`src/rtl/gps_wb_arb_pkg.sv`:
```
// Shared types and sizing helpers for the GPS Wishbone arbiter.
package gps_wb_arb_pkg;

   localparam int unsigned DefNumMasters = 2;
   localparam int unsigned DefAddrWidth  = 32;
   localparam int unsigned DefDataWidth  = 32;
   localparam int unsigned DefTimeout    = 256;
   localparam int unsigned TcountW       = 8;

   typedef enum logic [1:0] {
      StIdle,
      StBusy,
      StDrain
   } arb_state_e;

   function automatic int unsigned timeout_cnt_w(input int unsigned timeout);
      return $clog2(timeout + 1);
   endfunction

   function automatic int unsigned idx_w(input int unsigned n);
      return (n > 1) ? $clog2(n) : 1;
   endfunction

endpackage

```
`src/rtl/gps_wb_arbiter_rr_arbiter.sv`:
```
// Combinational round-robin picker: first requester after last_i, wrapping, as a one-hot grant.
module rr_arbiter
   import gps_wb_arb_pkg::*;
#(
   parameter int unsigned NumReq = 2
) (
   input  logic [NumReq-1:0]         req_i,
   input  logic [idx_w(NumReq)-1:0]  last_i,
   output logic [NumReq-1:0]         gnt_o
);

   localparam int unsigned IdxW = idx_w(NumReq);

   logic            found;
   logic [IdxW-1:0] idx;

   always_comb begin
      gnt_o = '0;
      found = 1'b0;
      idx   = '0;
      for (int unsigned off = 1; off <= NumReq; off++) begin
         idx = IdxW'((32'(last_i) + off) % NumReq);
         if (!found && req_i[idx]) begin
            gnt_o[idx] = 1'b1;
            found      = 1'b1;
         end
      end
   end

endmodule

```
`src/rtl/gps_wb_arbiter.sv`:
```
// Round-robin Wishbone arbiter in front of the GPS slave port, with a bus-timeout watchdog.
module gps_wb_arbiter
   import gps_wb_arb_pkg::*;
#(
   parameter int unsigned NUM_MASTERS = DefNumMasters,
   parameter int unsigned ADDR_WIDTH  = DefAddrWidth,
   parameter int unsigned DATA_WIDTH  = DefDataWidth,
   parameter int unsigned TIMEOUT     = DefTimeout
) (
   input  logic                                wb_clk_i,
   input  logic                                wb_rst_i,
   input  logic [NUM_MASTERS-1:0]              m_cyc_i,
   input  logic [NUM_MASTERS-1:0]              m_stb_i,
   input  logic [NUM_MASTERS-1:0]              m_we_i,
   input  logic [NUM_MASTERS*(DATA_WIDTH/8)-1:0] m_sel_i,
   input  logic [NUM_MASTERS*ADDR_WIDTH-1:0]   m_adr_i,
   input  logic [NUM_MASTERS*DATA_WIDTH-1:0]   m_dat_i,
   output logic [DATA_WIDTH-1:0]               m_dat_o,
   output logic [NUM_MASTERS-1:0]              m_ack_o,
   output logic [NUM_MASTERS-1:0]              m_err_o,
   output logic                                s_cyc_o,
   output logic                                s_stb_o,
   output logic                                s_we_o,
   output logic [DATA_WIDTH/8-1:0]             s_sel_o,
   output logic [ADDR_WIDTH-1:0]               s_adr_o,
   output logic [DATA_WIDTH-1:0]               s_dat_o,
   input  logic [DATA_WIDTH-1:0]               s_dat_i,
   input  logic                                s_ack_i,
   input  logic                                s_err_i,
   output logic [NUM_MASTERS-1:0]              grant_o,
   output logic [TcountW-1:0]                  timeout_count_o
);

   localparam int unsigned SelW = DATA_WIDTH / 8;
   localparam int unsigned IdxW = idx_w(NUM_MASTERS);
   localparam int unsigned CntW = timeout_cnt_w(TIMEOUT);

   arb_state_e             state_q;
   logic [NUM_MASTERS-1:0] grant_q;
   logic [IdxW-1:0]        owner_q;
   logic [IdxW-1:0]        last_q;
   logic [CntW-1:0]        wd_q;
   logic [TcountW-1:0]     tcount_q;

   logic [NUM_MASTERS-1:0] pick;
   logic [IdxW-1:0]        pick_idx;
   logic                   own_cyc, own_stb, own_we;
   logic [SelW-1:0]        own_sel;
   logic [ADDR_WIDTH-1:0]  own_adr;
   logic [DATA_WIDTH-1:0]  own_dat;
   logic                   busy;
   logic                   expire;

   rr_arbiter #(
      .NumReq (NUM_MASTERS)
   ) u_rr (
      .req_i  (m_cyc_i),
      .last_i (last_q),
      .gnt_o  (pick)
   );

   always_comb begin
      pick_idx = '0;
      for (int unsigned i = 0; i < NUM_MASTERS; i++) begin
         if (pick[i]) pick_idx = IdxW'(i);
      end
   end

   always_comb begin
      own_cyc = m_cyc_i[owner_q];
      own_stb = m_stb_i[owner_q];
      own_we  = m_we_i[owner_q];
      own_sel = m_sel_i[int'(owner_q)*SelW +: SelW];
      own_adr = m_adr_i[int'(owner_q)*ADDR_WIDTH +: ADDR_WIDTH];
      own_dat = m_dat_i[int'(owner_q)*DATA_WIDTH +: DATA_WIDTH];
   end

   // Reset aborts a transfer in the very cycle it is asserted.
   assign busy   = (state_q == StBusy) && !wb_rst_i;
   assign expire = busy && own_cyc && own_stb && !s_ack_i && !s_err_i &&
                   (wd_q == CntW'(TIMEOUT - 1));

   always_comb begin
      s_cyc_o = busy && own_cyc && !expire;
      s_stb_o = busy && own_stb && !expire;
      s_we_o  = busy && own_we;
      s_sel_o = busy ? own_sel : '0;
      s_adr_o = busy ? own_adr : '0;
      s_dat_o = busy ? own_dat : '0;
      m_dat_o = busy ? s_dat_i : '0;
      m_ack_o = '0;
      m_err_o = '0;
      if (busy) begin
         m_ack_o[owner_q] = s_ack_i;
         m_err_o[owner_q] = s_err_i | expire;
      end
   end

   always_ff @(posedge wb_clk_i) begin
      if (wb_rst_i) begin
         state_q  <= StIdle;
         grant_q  <= '0;
         owner_q  <= '0;
         last_q   <= IdxW'(NUM_MASTERS - 1);
         wd_q     <= '0;
         tcount_q <= '0;
      end else begin
         unique case (state_q)
            StIdle: begin
               wd_q <= '0;
               if (|m_cyc_i) begin
                  grant_q <= pick;
                  owner_q <= pick_idx;
                  state_q <= StBusy;
               end
            end
            StBusy: begin
               if (!own_cyc) begin
                  state_q <= StIdle;
                  grant_q <= '0;
                  last_q  <= owner_q;
                  wd_q    <= '0;
               end else if (expire) begin
                  state_q <= StDrain;
                  wd_q    <= '0;
                  if (tcount_q != '1) tcount_q <= tcount_q + 1'b1;
               end else if (own_stb && !s_ack_i && !s_err_i) begin
                  wd_q <= wd_q + 1'b1;
               end else begin
                  wd_q <= '0;
               end
            end
            StDrain: begin
               // Owner keeps the grant until it lets go of cyc; late slave responses are dropped.
               if (!own_cyc) begin
                  state_q <= StIdle;
                  grant_q <= '0;
                  last_q  <= owner_q;
               end
            end
            default: state_q <= StIdle;
         endcase
      end
   end

   assign grant_o         = grant_q;
   assign timeout_count_o = tcount_q;

endmodule

```
`config.mk`:
```
export PLATFORM = sky130hd
export DESIGN_NAME = gps_wb_arbiter
export DESIGN_NICKNAME = d
export VERILOG_FILES = /design/src/rtl/gps_wb_arb_pkg.sv /design/src/rtl/gps_wb_arbiter_rr_arbiter.sv /design/src/rtl/gps_wb_arbiter.sv
export SDC_FILE = /design/constraint.sdc
export NUM_CORES = 1
export LEC_CHECK = 0
export ABC_AREA = 1
export CAP_MARGIN = 20
export CORE_AREA = 2 2 114 116
export DETAILED_ROUTE_END_ITERATION = 6
export DIE_AREA = 0 0 116 118
export GPL_ROUTABILITY_DRIVEN = 0
export PLACE_DENSITY = 0.75
export SLEW_MARGIN = 30
export SYNTH_ARGS = -nofsm -noshare
export SYNTH_HDL_FRONTEND = slang
export SYNTH_SLANG_ARGS = --single-unit
```
`constraint.sdc`:
```
create_clock -name wb_clk_i -period 2.34 [get_ports wb_clk_i]
set_clock_uncertainty 0.15 [all_clocks]
set_input_delay 0.468 -clock wb_clk_i [delete_from_list [all_inputs] [get_ports wb_clk_i]]
set_output_delay 0.468 -clock wb_clk_i [all_outputs]
set_load 0.05 [all_outputs]
```
==> flow_summary.json <==
{
  "final_nets": 993,
  "slew_viol_final": 0,
  "die_w_um": 116,
  "min_period_ns": 2.65,
  "status": "finished, violations left",
  "worst_ep_arrival_time_ns": 2.03,
  "overflow": 0,
  "syn_to_final_growth_pct": 196,
  "finalCritPeriodShare_pct": 113,
  "critPathRequiredTime_ns": 1.72,
  "worstSetupStartpointType": "flop",
  "leakage_nw": 3.16,
  "coreArea_sq_um": 12400,
  "syn-num-nets": 678,
  "fmax_mhz": 377,
  "crit_top_cell": "nor2_4",
  "cts_buffers": 3,
  "grt_pass1_wl_um": 23400,
  "slowest_stage": "dfxtp_2",
  "portBuffers": 294,
  "critPathTopFamily": "simple AND/OR/NAND/NOR gates",
  "synth_top_cell_by_area": "nand2_1",
  "drt-wirelength-per-cell_um": 16.0,
  "tns_ns": -1.11,
  "start_util_pct": 20.7,
  "synth-edff-count": 0,
  "root_buffer": "clkbuf_16",
  "drc": 0,
  "async_reset_ff_share_pct": 0,
  "yosysWarnings": 0,
  "firstDrtPassIters": 4,
  "viasPerCell": 4.39,
  "cp_cell_sequence": "ha_4, nand3_4, nor2_4, nand2_2, nor3_2, ha_2, nand3_2, inv_2, nand2_2, nor2_4, nor2_4, nor2_4, buf_12",
  "routed_wl_um": 15700,
  "synth_cell_types": 26,
  "ys_seq_elements": 23,
  "clockBufferDepth": 2,
  "yosys-top-cells-count": "179 x nand2_1, 81 x a21oi_1, 62 x nor2_1",
  "slowest_delay_ns": 0.35,
  "die_area_sq_um": 13700,
  "grt_start_max_net_pins": 59,
  "die_h_um": 118,
  "synth_area_sq_um": 2560,
  "clock-sinks": 23,
  "cp_max_fo": 3,
  "hold_violations": 0,
  "cts_tree": "done",
  "hold_path_class": "reg2reg",
  "layout_setup_ws_ns": -0.312,
  "top_level_ports": 295,
  "synthTopCellsByArea": "nand2_1 26%, dfxtp_1 18%, a21oi_1 16%",
  "rows": 41,
  "dr_total_vias": 4312,
  "critPathKind": "reg2out",
  "max_slew.worst_pin.slew_ns": 0.524,
  "clock_latency_ns": 0.26,
  "violations": "negative setup slack",
  "first_global_vias": 4320,
  "rsz0062_at_grt": "yes",
  "ir_worst_vdd_mv": 0.417,
  "power_density_nw_per_um2": 727,
  "setup_violations": 4,
  "cap_violations": 0,
  "yosysMostFrequentCell": "nand2_1",
  "endpoint_kind": "primary output",
  "antenna_left": 0,
  "syn_avg_cell_area_sq_um": 5.19,
  "syn_inst": 494,
  "ys_seq_area_share_pct": 18.0,
  "hpwl_um": 12400,
  "grt.total_usage_pct": 21.8,
  "yosys.area.top_type_share_pct": 26.2,
  "ys.flop_type": "dfxtp_1",
  "drtIter0Drc": 218,
  "ctsHtreeMaxLevel": 1,
  "clkTransAtPathRegs_ns": 0.06,
  "relSlewSlack_pct": 64.9,
  "crit_buf_inv": 2,
  "antenna_found_initial": 1,
  "hold_ws_ns": 0.353,
  "drive_above_1_share_pct": 29.1
}
==> routing by layer <==
metal / track usage, % / up-vias / wire length, um
met1: 26.1 / 1901 / 5930
met3: 6.59 / 27 / 1710
met4: 6.62 / 0 / 425
met5: 0 / - / 0
li1: - / 2166 / -
met2: 36.9 / 218 / 7640
==> kinds of logic after synthesis <==
logic type | count (synthesis) | share of synthesized area, %
buffers and inverters | 88 | 14.0
flip-flops | 23 | 18.0
XOR/XNOR | 9 | 3.07
AO/OA/AOI/OAI | 95 | 19.3
AND/OR/NAND/NOR | 273 | 42.8
adder cells (fa/ha/maj) | 6 | 2.93
==> cells in the final DEF (no fill, tap or decap), drive strengths merged, types with 5 or more instances in the layout <==
cell	synthesis	layout
clkbuf	19	5
inv	59	59
o21ai	8	8
clkdlybuf4s50	0	186
dfxtp	23	23
nand2	184	184
buf	10	148
a21oi	82	82
nand3	18	18
xor2	6	6
ha	6	6
nor2	65	65
==> timing repair <==
action | 4_1_cts | 5_1_grt
cloned | 3 | 1
endpoints found under the setup margin | 57 | 69
buffers inserted | 5 | 6
pin swaps | 13 | 6
hold buffers | 0 | 0
resized for setup | 51 | 14
==> final timing paths <==
kind	from	endpoint	slack (ns)	cells past startpoint
setup / recovery	wd_q[0]	m_err_o[1]	-0.31	13
hold / removal	grant_o[0]	grant_o[0]	0.35	2
setup reg to reg	wd_q[0]	wd_q[7]	0.16	15
hold reg to reg	grant_o[0]	grant_o[0]	0.35	2
==> report_power, final <==
group	switching [W]	total, W	internal [W]
registers	0.0000576	0.000509	0.000452
logic	0.00260	0.00464	0.00204
clock network	0.000135	0.000367	0.000232
total	0.00279	0.00551	0.00272
==> cell type report <==
class                      instances  area [sq um]
fill                            1036          4840
timing repair buffer             339          4530
multi-input combinational        383          2060
sequential                        23           465
inverter                          59           221
tap                              172           215
clock buffer                       4          78.8
antenna                            2          5.00
==> flip-flops by register name, indices dropped and copies added (netlist names) <==
register	count
wd_q	9
timeout_count_o	8
grant_o	2
state_q	2
last_q	1
owner_q	1
==> worst register-to-register path: stages (launching register included) <==
cell	delay [ns]
dfxtp_2	0.35
ha_4	0.16
nand3_4	0.07
nor2_4	0.13
nand2_2	0.07
nor3_2	0.13
ha_2	0.20
nand3_2	0.07
inv_2	0.06
nand2_2	0.07
buf_4	0.14
buf_4	0.12
nand3_1	0.07
nand2_1	0.06
nand2_2	0.16
nor2_1	0.07
==> through the flow <==
step,total power (W),util (%),std cells,setup slack (ns),area [sq um]
final,0.00551,61.0,982,-0.312,7580
after global routing,0.00580,61.0,981,-0.426,7580
after CTS,0.00542,60.1,974,-0.326,7460
after detailed placement,0.00476,56.7,962,-0.198,7040
after global placement,0.00473,56.7,962,-0.193,7040
after floorplan,0.00265,-,494,-0.127,2640
(Power assumes the default switching activity.)
